$ cat config.mk
export PLATFORM = sky130hd
export DESIGN_NAME = rv_muldiv_arb_flat
export DESIGN_NICKNAME = d
export VERILOG_FILES = /design/src/rtl/rv_muldiv_arb_pkg.sv /design/src/rtl/rv_muldiv_arb_if.sv /design/src/rtl/rv_rr_arb.sv /design/src/rtl/rv_muldiv_arb.sv /design/src/flat_wrapper.sv
export SDC_FILE = /design/constraint.sdc
export NUM_CORES = 1
export LEC_CHECK = 0
export BUFFER_PORTS_ARGS = -buffer_cell sky130_fd_sc_hd__buf_2
export CAP_MARGIN = 15
export CORE_MARGIN = 1
export CORE_UTILIZATION = 35
export CTS_BUF_LIST = sky130_fd_sc_hd__clkbuf_16
export DETAILED_ROUTE_END_ITERATION = 8
export PLACE_DENSITY = 0.66
export SETUP_SLACK_MARGIN = 0.5
export SYNTH_ARGS = -nofsm -noshare
export SYNTH_HDL_FRONTEND = slang
export SYNTH_HIERARCHICAL = 1
export SYNTH_SLANG_ARGS = --single-unit
$ cat constraint.sdc
create_clock -name clk -period 4.05 [get_ports clk]
set_input_delay 0 -clock clk [delete_from_list [all_inputs] [get_ports clk]]
set_output_delay 0 -clock clk [all_outputs]
set_load 0.005 [all_outputs]
$ cat src/rtl/rv_muldiv_arb_pkg.sv
// Shared types for the muldiv arbiter: ALU op encoding, sequencer states and
// the divide-by-zero result helper.
package rv_muldiv_arb_pkg;

   typedef enum logic [3:0] {
      ALU_NONE   = 4'h0,
      ALU_MUL    = 4'h8,
      ALU_MULH   = 4'h9,
      ALU_MULHSU = 4'hA,
      ALU_MULHU  = 4'hB,
      ALU_DIV    = 4'hC,
      ALU_DIVU   = 4'hD,
      ALU_REM    = 4'hE,
      ALU_REMU   = 4'hF
   } alu_t;

   typedef enum logic [2:0] {S_IDLE, S_MUL_W, S_DIV_R, S_DIV_C, S_RESP} state_t;

   localparam logic [31:0] DZ_QUOT = 32'hFFFF_FFFF;

   function automatic logic is_div(alu_t op);
      return op[3] & op[2];
   endfunction

   // RISC-V defines x/0: quotient all ones, remainder the dividend.
   function automatic logic [31:0] dz_result(alu_t op, logic [31:0] dividend);
      return op[1] ? dividend : DZ_QUOT;
   endfunction

endpackage

$ cat src/rtl/rv_muldiv_arb_if.sv
// Requester, response and muldiv-unit signals of the arbiter.
// slave is the arbiter's view, master the surrounding pipeline/unit view.
interface rv_muldiv_arb_if #(
   parameter int NREQ = 2,
   parameter int TAGW = 5
);
   import rv_muldiv_arb_pkg::*;

   logic [NREQ-1:0]             req_valid;
   logic [NREQ-1:0]             req_ready;
   alu_t [NREQ-1:0]             req_alu;
   logic [NREQ-1:0][31:0]       req_a;
   logic [NREQ-1:0][31:0]       req_b;
   logic [NREQ-1:0][TAGW-1:0]   req_tag;

   logic                        rsp_valid;
   logic                        rsp_ready;
   logic [$clog2(NREQ)-1:0]     rsp_id;
   logic [TAGW-1:0]             rsp_tag;
   logic [31:0]                 rsp_data;

   alu_t                        md_alu;
   logic [31:0]                 md_rrd1;
   logic [31:0]                 md_rrd2;
   logic                        md_rdy;
   logic [31:0]                 md_rwdat;
   logic [31:0]                 md_rwdatx;
   logic                        md_cmpl;

   modport slave (
      input  req_valid, req_alu, req_a, req_b, req_tag, rsp_ready,
             md_rwdat, md_rwdatx, md_cmpl,
      output req_ready, rsp_valid, rsp_id, rsp_tag, rsp_data,
             md_alu, md_rrd1, md_rrd2, md_rdy
   );

   modport master (
      output req_valid, req_alu, req_a, req_b, req_tag, rsp_ready,
             md_rwdat, md_rwdatx, md_cmpl,
      input  req_ready, rsp_valid, rsp_id, rsp_tag, rsp_data,
             md_alu, md_rrd1, md_rrd2, md_rdy
   );

endinterface

$ cat src/rtl/rv_rr_arb.sv
// Round-robin grant over NREQ requesters; the search starts at r_ptr and the
// pointer moves past the winner only when i_adv confirms the grant was used.
module rv_rr_arb #(
   parameter int NREQ = 2,
   parameter int IDW  = $clog2(NREQ)
) (
   input  logic            clk,
   input  logic            reset,
   input  logic [NREQ-1:0] i_req,
   input  logic            i_adv,
   output logic [NREQ-1:0] o_gnt,
   output logic [IDW-1:0]  o_idx,
   output logic            o_any
);

   logic [IDW-1:0] r_ptr;

   always_comb begin
      logic [IDW-1:0] w_j;
      o_gnt = '0;
      o_idx = '0;
      o_any = 1'b0;
      w_j   = '0;
      for (int k = 0; k < NREQ; k++) begin
         w_j = IDW'((int'(r_ptr) + k) % NREQ);
         if (!o_any && i_req[w_j]) begin
            o_any = 1'b1;
            o_idx = w_j;
            o_gnt = NREQ'(1) << w_j;
         end
      end
   end

   always_ff @(posedge clk) begin
      if (reset)
         r_ptr <= '0;
      else if (i_adv)
         r_ptr <= (o_idx == IDW'(NREQ - 1)) ? '0 : o_idx + 1'b1;
   end

endmodule

$ cat src/rtl/rv_muldiv_arb.sv
// Shares one rv_muldiv unit between NREQ requesters: round-robin issue, holds
// the unit inputs for the whole op, returns the tagged result.
module rv_muldiv_arb
   import rv_muldiv_arb_pkg::*;
#(
   parameter int NREQ = 2,
   parameter int TAGW = 5
) (
   input  logic           clk,
   input  logic           reset,
   rv_muldiv_arb_if.slave bus,
   output logic           busy
);

   localparam int IDW = $clog2(NREQ);

   state_t          r_state, w_next;
   alu_t            r_alu;
   logic [31:0]     r_a, r_b, r_data;
   logic [TAGW-1:0] r_tag;
   logic [IDW-1:0]  r_id;

   logic [NREQ-1:0] w_gnt;
   logic [IDW-1:0]  w_idx;
   logic            w_any, w_issue, w_div, w_dz;
   alu_t            w_alu;
   logic [31:0]     w_a, w_b;

   rv_rr_arb #(.NREQ(NREQ)) u_arb (
      .clk   (clk),
      .reset (reset),
      .i_req (bus.req_valid),
      .i_adv (w_issue),
      .o_gnt (w_gnt),
      .o_idx (w_idx),
      .o_any (w_any)
   );

   assign w_issue = (r_state == S_IDLE) && w_any;
   assign w_alu   = bus.req_alu[w_idx];
   assign w_a     = bus.req_a[w_idx];
   assign w_b     = bus.req_b[w_idx];
   assign w_div   = is_div(w_alu);
   assign w_dz    = w_div && (w_b == 32'd0);

   assign bus.req_ready = w_issue ? w_gnt : '0;
   assign bus.md_rdy    = w_issue && w_div && !w_dz;

   // The divider samples its inputs every cycle until it completes, so the op
   // registers keep driving them right through DIV_C.
   always_comb begin
      bus.md_alu  = r_alu;
      bus.md_rrd1 = r_a;
      bus.md_rrd2 = r_b;
      if (w_issue) begin
         bus.md_alu  = w_alu;
         bus.md_rrd1 = w_a;
         bus.md_rrd2 = w_b;
      end else if (r_state == S_IDLE || r_state == S_RESP) begin
         bus.md_alu  = ALU_NONE;
      end
   end

   always_ff @(posedge clk) begin
      if (reset)
         r_state <= S_IDLE;
      else
         r_state <= w_next;
   end

   always_comb begin
      w_next = r_state;
      unique case (r_state)
         S_IDLE:  if (w_issue) w_next = w_dz ? S_RESP : (w_div ? S_DIV_R : S_MUL_W);
         S_MUL_W: w_next = S_RESP;
         S_DIV_R: if (bus.md_cmpl) w_next = S_DIV_C;
         S_DIV_C: w_next = S_RESP;
         S_RESP:  if (bus.rsp_ready) w_next = S_IDLE;
         default: w_next = S_IDLE;
      endcase
   end

   always_ff @(posedge clk) begin
      if (reset) begin
         r_alu  <= ALU_NONE;
         r_a    <= '0;
         r_b    <= '0;
         r_tag  <= '0;
         r_id   <= '0;
         r_data <= '0;
      end else begin
         if (w_issue) begin
            r_alu <= w_alu;
            r_a   <= w_a;
            r_b   <= w_b;
            r_tag <= bus.req_tag[w_idx];
            r_id  <= w_idx;
            if (w_dz) r_data <= dz_result(w_alu, w_a);
         end
         if (r_state == S_MUL_W) r_data <= bus.md_rwdatx;
         if (r_state == S_DIV_C) r_data <= bus.md_rwdat;
      end
   end

   assign bus.rsp_valid = (r_state == S_RESP);
   assign bus.rsp_id    = r_id;
   assign bus.rsp_tag   = r_tag;
   assign bus.rsp_data  = r_data;
   assign busy          = (r_state != S_IDLE);

endmodule

$ cat src/flat_wrapper.sv
// flat-port wrapper written by rule: the top's interface ports become plain ports
module rv_muldiv_arb_flat import rv_muldiv_arb_pkg::*;
#(
   parameter int NREQ = 2,
   parameter int TAGW = 5
)
  (clk, reset, busy, bus_req_valid, bus_req_alu, bus_req_a, bus_req_b, bus_req_tag, bus_rsp_ready, bus_md_rwdat, bus_md_rwdatx, bus_md_cmpl, bus_req_ready, bus_rsp_valid, bus_rsp_id, bus_rsp_tag, bus_rsp_data, bus_md_alu, bus_md_rrd1, bus_md_rrd2, bus_md_rdy);
  rv_muldiv_arb_if #(.NREQ(NREQ), .TAGW(TAGW)) bus_i ();
  input  logic clk;
  input  logic reset;
  output logic busy;
  input wire logic [$bits(bus_i.req_valid)-1:0] bus_req_valid;
  input wire logic [$bits(bus_i.req_alu)-1:0] bus_req_alu;
  input wire logic [$bits(bus_i.req_a)-1:0] bus_req_a;
  input wire logic [$bits(bus_i.req_b)-1:0] bus_req_b;
  input wire logic [$bits(bus_i.req_tag)-1:0] bus_req_tag;
  input wire logic [$bits(bus_i.rsp_ready)-1:0] bus_rsp_ready;
  input wire logic [$bits(bus_i.md_rwdat)-1:0] bus_md_rwdat;
  input wire logic [$bits(bus_i.md_rwdatx)-1:0] bus_md_rwdatx;
  input wire logic [$bits(bus_i.md_cmpl)-1:0] bus_md_cmpl;
  output wire logic [$bits(bus_i.req_ready)-1:0] bus_req_ready;
  output wire logic [$bits(bus_i.rsp_valid)-1:0] bus_rsp_valid;
  output wire logic [$bits(bus_i.rsp_id)-1:0] bus_rsp_id;
  output wire logic [$bits(bus_i.rsp_tag)-1:0] bus_rsp_tag;
  output wire logic [$bits(bus_i.rsp_data)-1:0] bus_rsp_data;
  output wire logic [$bits(bus_i.md_alu)-1:0] bus_md_alu;
  output wire logic [$bits(bus_i.md_rrd1)-1:0] bus_md_rrd1;
  output wire logic [$bits(bus_i.md_rrd2)-1:0] bus_md_rrd2;
  output wire logic [$bits(bus_i.md_rdy)-1:0] bus_md_rdy;
  assign bus_i.req_valid = bus_req_valid;
  assign bus_i.req_alu = bus_req_alu;
  assign bus_i.req_a = bus_req_a;
  assign bus_i.req_b = bus_req_b;
  assign bus_i.req_tag = bus_req_tag;
  assign bus_i.rsp_ready = bus_rsp_ready;
  assign bus_i.md_rwdat = bus_md_rwdat;
  assign bus_i.md_rwdatx = bus_md_rwdatx;
  assign bus_i.md_cmpl = bus_md_cmpl;
  assign bus_req_ready = bus_i.req_ready;
  assign bus_rsp_valid = bus_i.rsp_valid;
  assign bus_rsp_id = bus_i.rsp_id;
  assign bus_rsp_tag = bus_i.rsp_tag;
  assign bus_rsp_data = bus_i.rsp_data;
  assign bus_md_alu = bus_i.md_alu;
  assign bus_md_rrd1 = bus_i.md_rrd1;
  assign bus_md_rrd2 = bus_i.md_rrd2;
  assign bus_md_rdy = bus_i.md_rdy;
  rv_muldiv_arb #(.NREQ(NREQ), .TAGW(TAGW)) u_core (.clk(clk), .reset(reset), .bus(bus_i), .busy(busy));
endmodule
==> impl_metrics.csv <==
group,metric,value,unit
final_layout,area_growth,36.7,%
flow_run,maxCapViolCount,0,
setup_path,critPathBufInv,2,
cts,clock_path_buffers,2,
cts,clock-root-buffer,"clkbuf_16",
timing,hold_violations,0,
synth,synth-simple-area-share,23.1,%
worst_hold_path,min_path_type,"in -> reg",
timing,max_freq,0.348,GHz
cts,clkSinkCount,110,
synth,synthFlopType,"dfxtp_1",
setup_path,max_stage_delay,0.59,ns
final_layout,utilization,48.7,%
setup_path,crit_chain,"nor3_2 > nand2_4 > inv_1 > nor2_1 > a311oi_1 > dlygate4sd3_1",
synth,synth-seq-cells,110,
synth,synth_xor_area_share,0,%
cts,tritoncts,"yes",
synth,yosysWarningCount,6,
final_layout,layout-drive-gt1-share,35.3,%
place,routabilityCongestion,0.863,
synth,ys_top_cells_by_count,"110 x dfxtp_1, 104 x mux2i_1, 92 x o21ai_0",
global_route,track_usage,21.8,%
drt,post_drt_wl_per_cell,15.7,um
synth,synth_top_area_share,37.4,%
synth,synth_area_leaders,"dfxtp_1 37%, mux2i_1 18%, o21ai_0 7.8%",
setup_path,required,4.34,ns
place,place_ws,1.34,ns
synth,synth_top_family_by_area,"simple AND/OR/NAND/NOR gates",
cts,clock_latency,0.35,ns
timing,min_period,2.88,ns
synth,synth_edf_count,0,
drt,dr.pass1.iters,4,
synth,seq_area_frac_synth,37.4,%
outcome,status,"finished, final reports clean",
timing,setup_ws,1.17,ns
place,dpl.hpwl,14300,um
global_route,grt_pass1_wl,29900,um
synth,syn_inst,729,
floorplanning,die_area,17400,um2
floorplanning,rows,47,
setup_path,rr_startpoint,"u_core/r_state[2]",
floorplanning,io_pins,327,
timing,setup_tns,0,ns
synth,synth_cell_type_count,36,
worst_hold_path,hold_end,"u_core/bus.rsp_tag[4]",
final_layout,fin_nets,1237,
cts,h-tree-depth,3,
drt,drt_iter0_markers,339,
pwr,ir_worst_vdd,0.000234,V
global_route,antenna_found_initial,1,
timing,worstMarginPinSlew,0.909,ns
cts,clk_transition_reported_paths,0.08,ns
setup_path,cpLargestDelayFamily,"buffers and inverters",
drt,num_vias,6253,
setup_path,arrival,3.16,ns
setup_path,setup.worst_path.start_class,"flip-flop",
synth,syn_nets,945,
timing,fin_worst_skew,0.00823,ns
floorplanning,fp.dieW,132,um
synth,synth.avg_cell_area,8.08,um2
synth,yosysTopAreaCell,"dfxtp_1",
timing,relSlewSlack,39.2,%
synth,synthArstFlopShare,0,%
setup_path,worstSetupPathType,"reg -> reg",
drt,antenna_left,0,
synth,synth_most_common_cell,"dfxtp_1",
floorplanning,core_area,16500,um2
pwr,leakagePower,3.73,nW
drt,vias_per_cell,5.01,
worst_hold_path,min_path_cells,3,
setup_path,crit_fanout,87,
setup_path,crit_cells,6,
timing,drv_slew,0,
synth,synthAdderAreaFrac,0,%
setup_path,r2r_setup_slack,1.17,ns
global_route,grt_max_degree,88,
cts,cts_buffers,9,
global_route,grt-ovfl-total,0,
place,port_buffers,326,
drt,wl,19600,um
timing,rsz0062_at_grt,"no",
setup_path,end_kind,"flip-flop",
global_route,grt_pass1_vias,5784,
drt,drc,0,
pwr,p_per_area,409,nW/um2
synth,synth.mux.area_fraction,17.9,%
timing,setup_viol,0,
setup_path,reg2reg_depth,6,
synth,syn_area,5890,um2
synth,synth_compound_area_share,16.6,%
floorplanning,fp.dieH,132,um
floorplanning,start_util,35.7,%
cts,postCtsSetupBuffers,0,
timing,fin_crit_sh,71.0,%
setup_path,critPathSlowestCell,"inv_1",
worst_hold_path,hold_start,"bus_req_tag[9]",
[sequential cells by signal, summed over array words and instances, names as in the netlist, named ones only]
register             flops
u_core/bus.rsp_data     32
u_core/bus.rsp_id        1
u_core/bus.rsp_tag       5
u_core/r_a              32
u_core/r_alu             4
u_core/r_b              32
u_core/r_state           3
[final cells by class]
type                    count  area (um2)
clock inverters             7        72.6
well taps                 220         275
flip-flops and latches    110        2200
multi-input cells         548        3420
repair buffers            348        1840
diodes                      1        2.50
fillers                  1642        8470
clock buffers               9         225
inverters                   4        15.0
[layout by cell type (no fill, tap or decap), types with 13 or more instances in the layout]
master         synthesis  routed
buf_2                 18     325
nor2_1                15      15
a21oi_1               72      72
nand2_1               81      79
nor2b_1               67      66
dfxtp_1              110     109
and3_1                34      34
nand3_1               32      32
mux2i_1              104     104
nor4_1                18      18
dlygate4sd3_1          0      13
o21ai_0               92      92
[worst register-to-register path, stage by stage, from the launching register on]
cell and delay (ns):
dfxtp_1 0.42, nor3_2 0.37, nand2_4 0.53, inv_1 0.60, nor2_1 0.08, a311oi_1 0.26, dlygate4sd3_1 0.58
[per-layer routing]
layer	track usage, %	share of wire, %
met1	26.4	42
met2	37.7	49
met3	4.77	6.9
met4	7.95	2.0
met5	0	0
[report_power, final]
group / switching (mW) / leakage (nW) / internal [mW]
Sequential: 0.0545 / 0.905 / 1.23
Combinational: 0.615 / 2.68 / 0.502
Clock: 0.415 / 0.145 / 0.482
[worst max-delay path by stage]
stage / start / endpoint / slack [ns]
6_report: u_core/r_state[2] / flip-flop / 1.17
5_1_grt: u_core/r_state[2] / flip-flop / 0.91
4_1_cts: u_core/r_state[2] / flip-flop / 1.20
3_5_place_dp: flip-flop / u_core/bus.rsp_data[16] / 1.34
3_3_place_gp: u_core/r_state[2] / u_core/bus.rsp_data[19] / 1.44
2_1_floorplan: flip-flop / u_core/bus.rsp_data[24] / 2.05
[cell families (layout without fill, tap and decap cells)]
group	count (synthesis)	count (layout)
mux	105	105
other cells	0	1
buf+inv	71	368
compound gates	185	185
simple gates	258	258
flops	110	110
[per-stage QoR]
stage | hold WS (ns) | area, um2 | total power [mW] | instances
4_1_cts | 0.00366 | 8030 | 3.33 | 1245
5_1_grt | 0.0178 | 8050 | 3.50 | 1246
3_3_place_gp | 0.243 | 7600 | 2.39 | 1216
2_1_floorplan | 0.0721 | 5890 | 1.93 | 729
3_5_place_dp | 0.257 | 7600 | 2.40 | 1216
6_report | 0.0110 | 8060 | 3.29 | 1247
[repair_timing]
item / in CTS / in global routing
endpoints found under the setup margin: 0 / 0
resized for setup: 0 / 0
endpoints found under the hold margin: 8 / 0
hold buffers: 13 / 0
No activity file was read; power rests on OpenSTA's default activity.
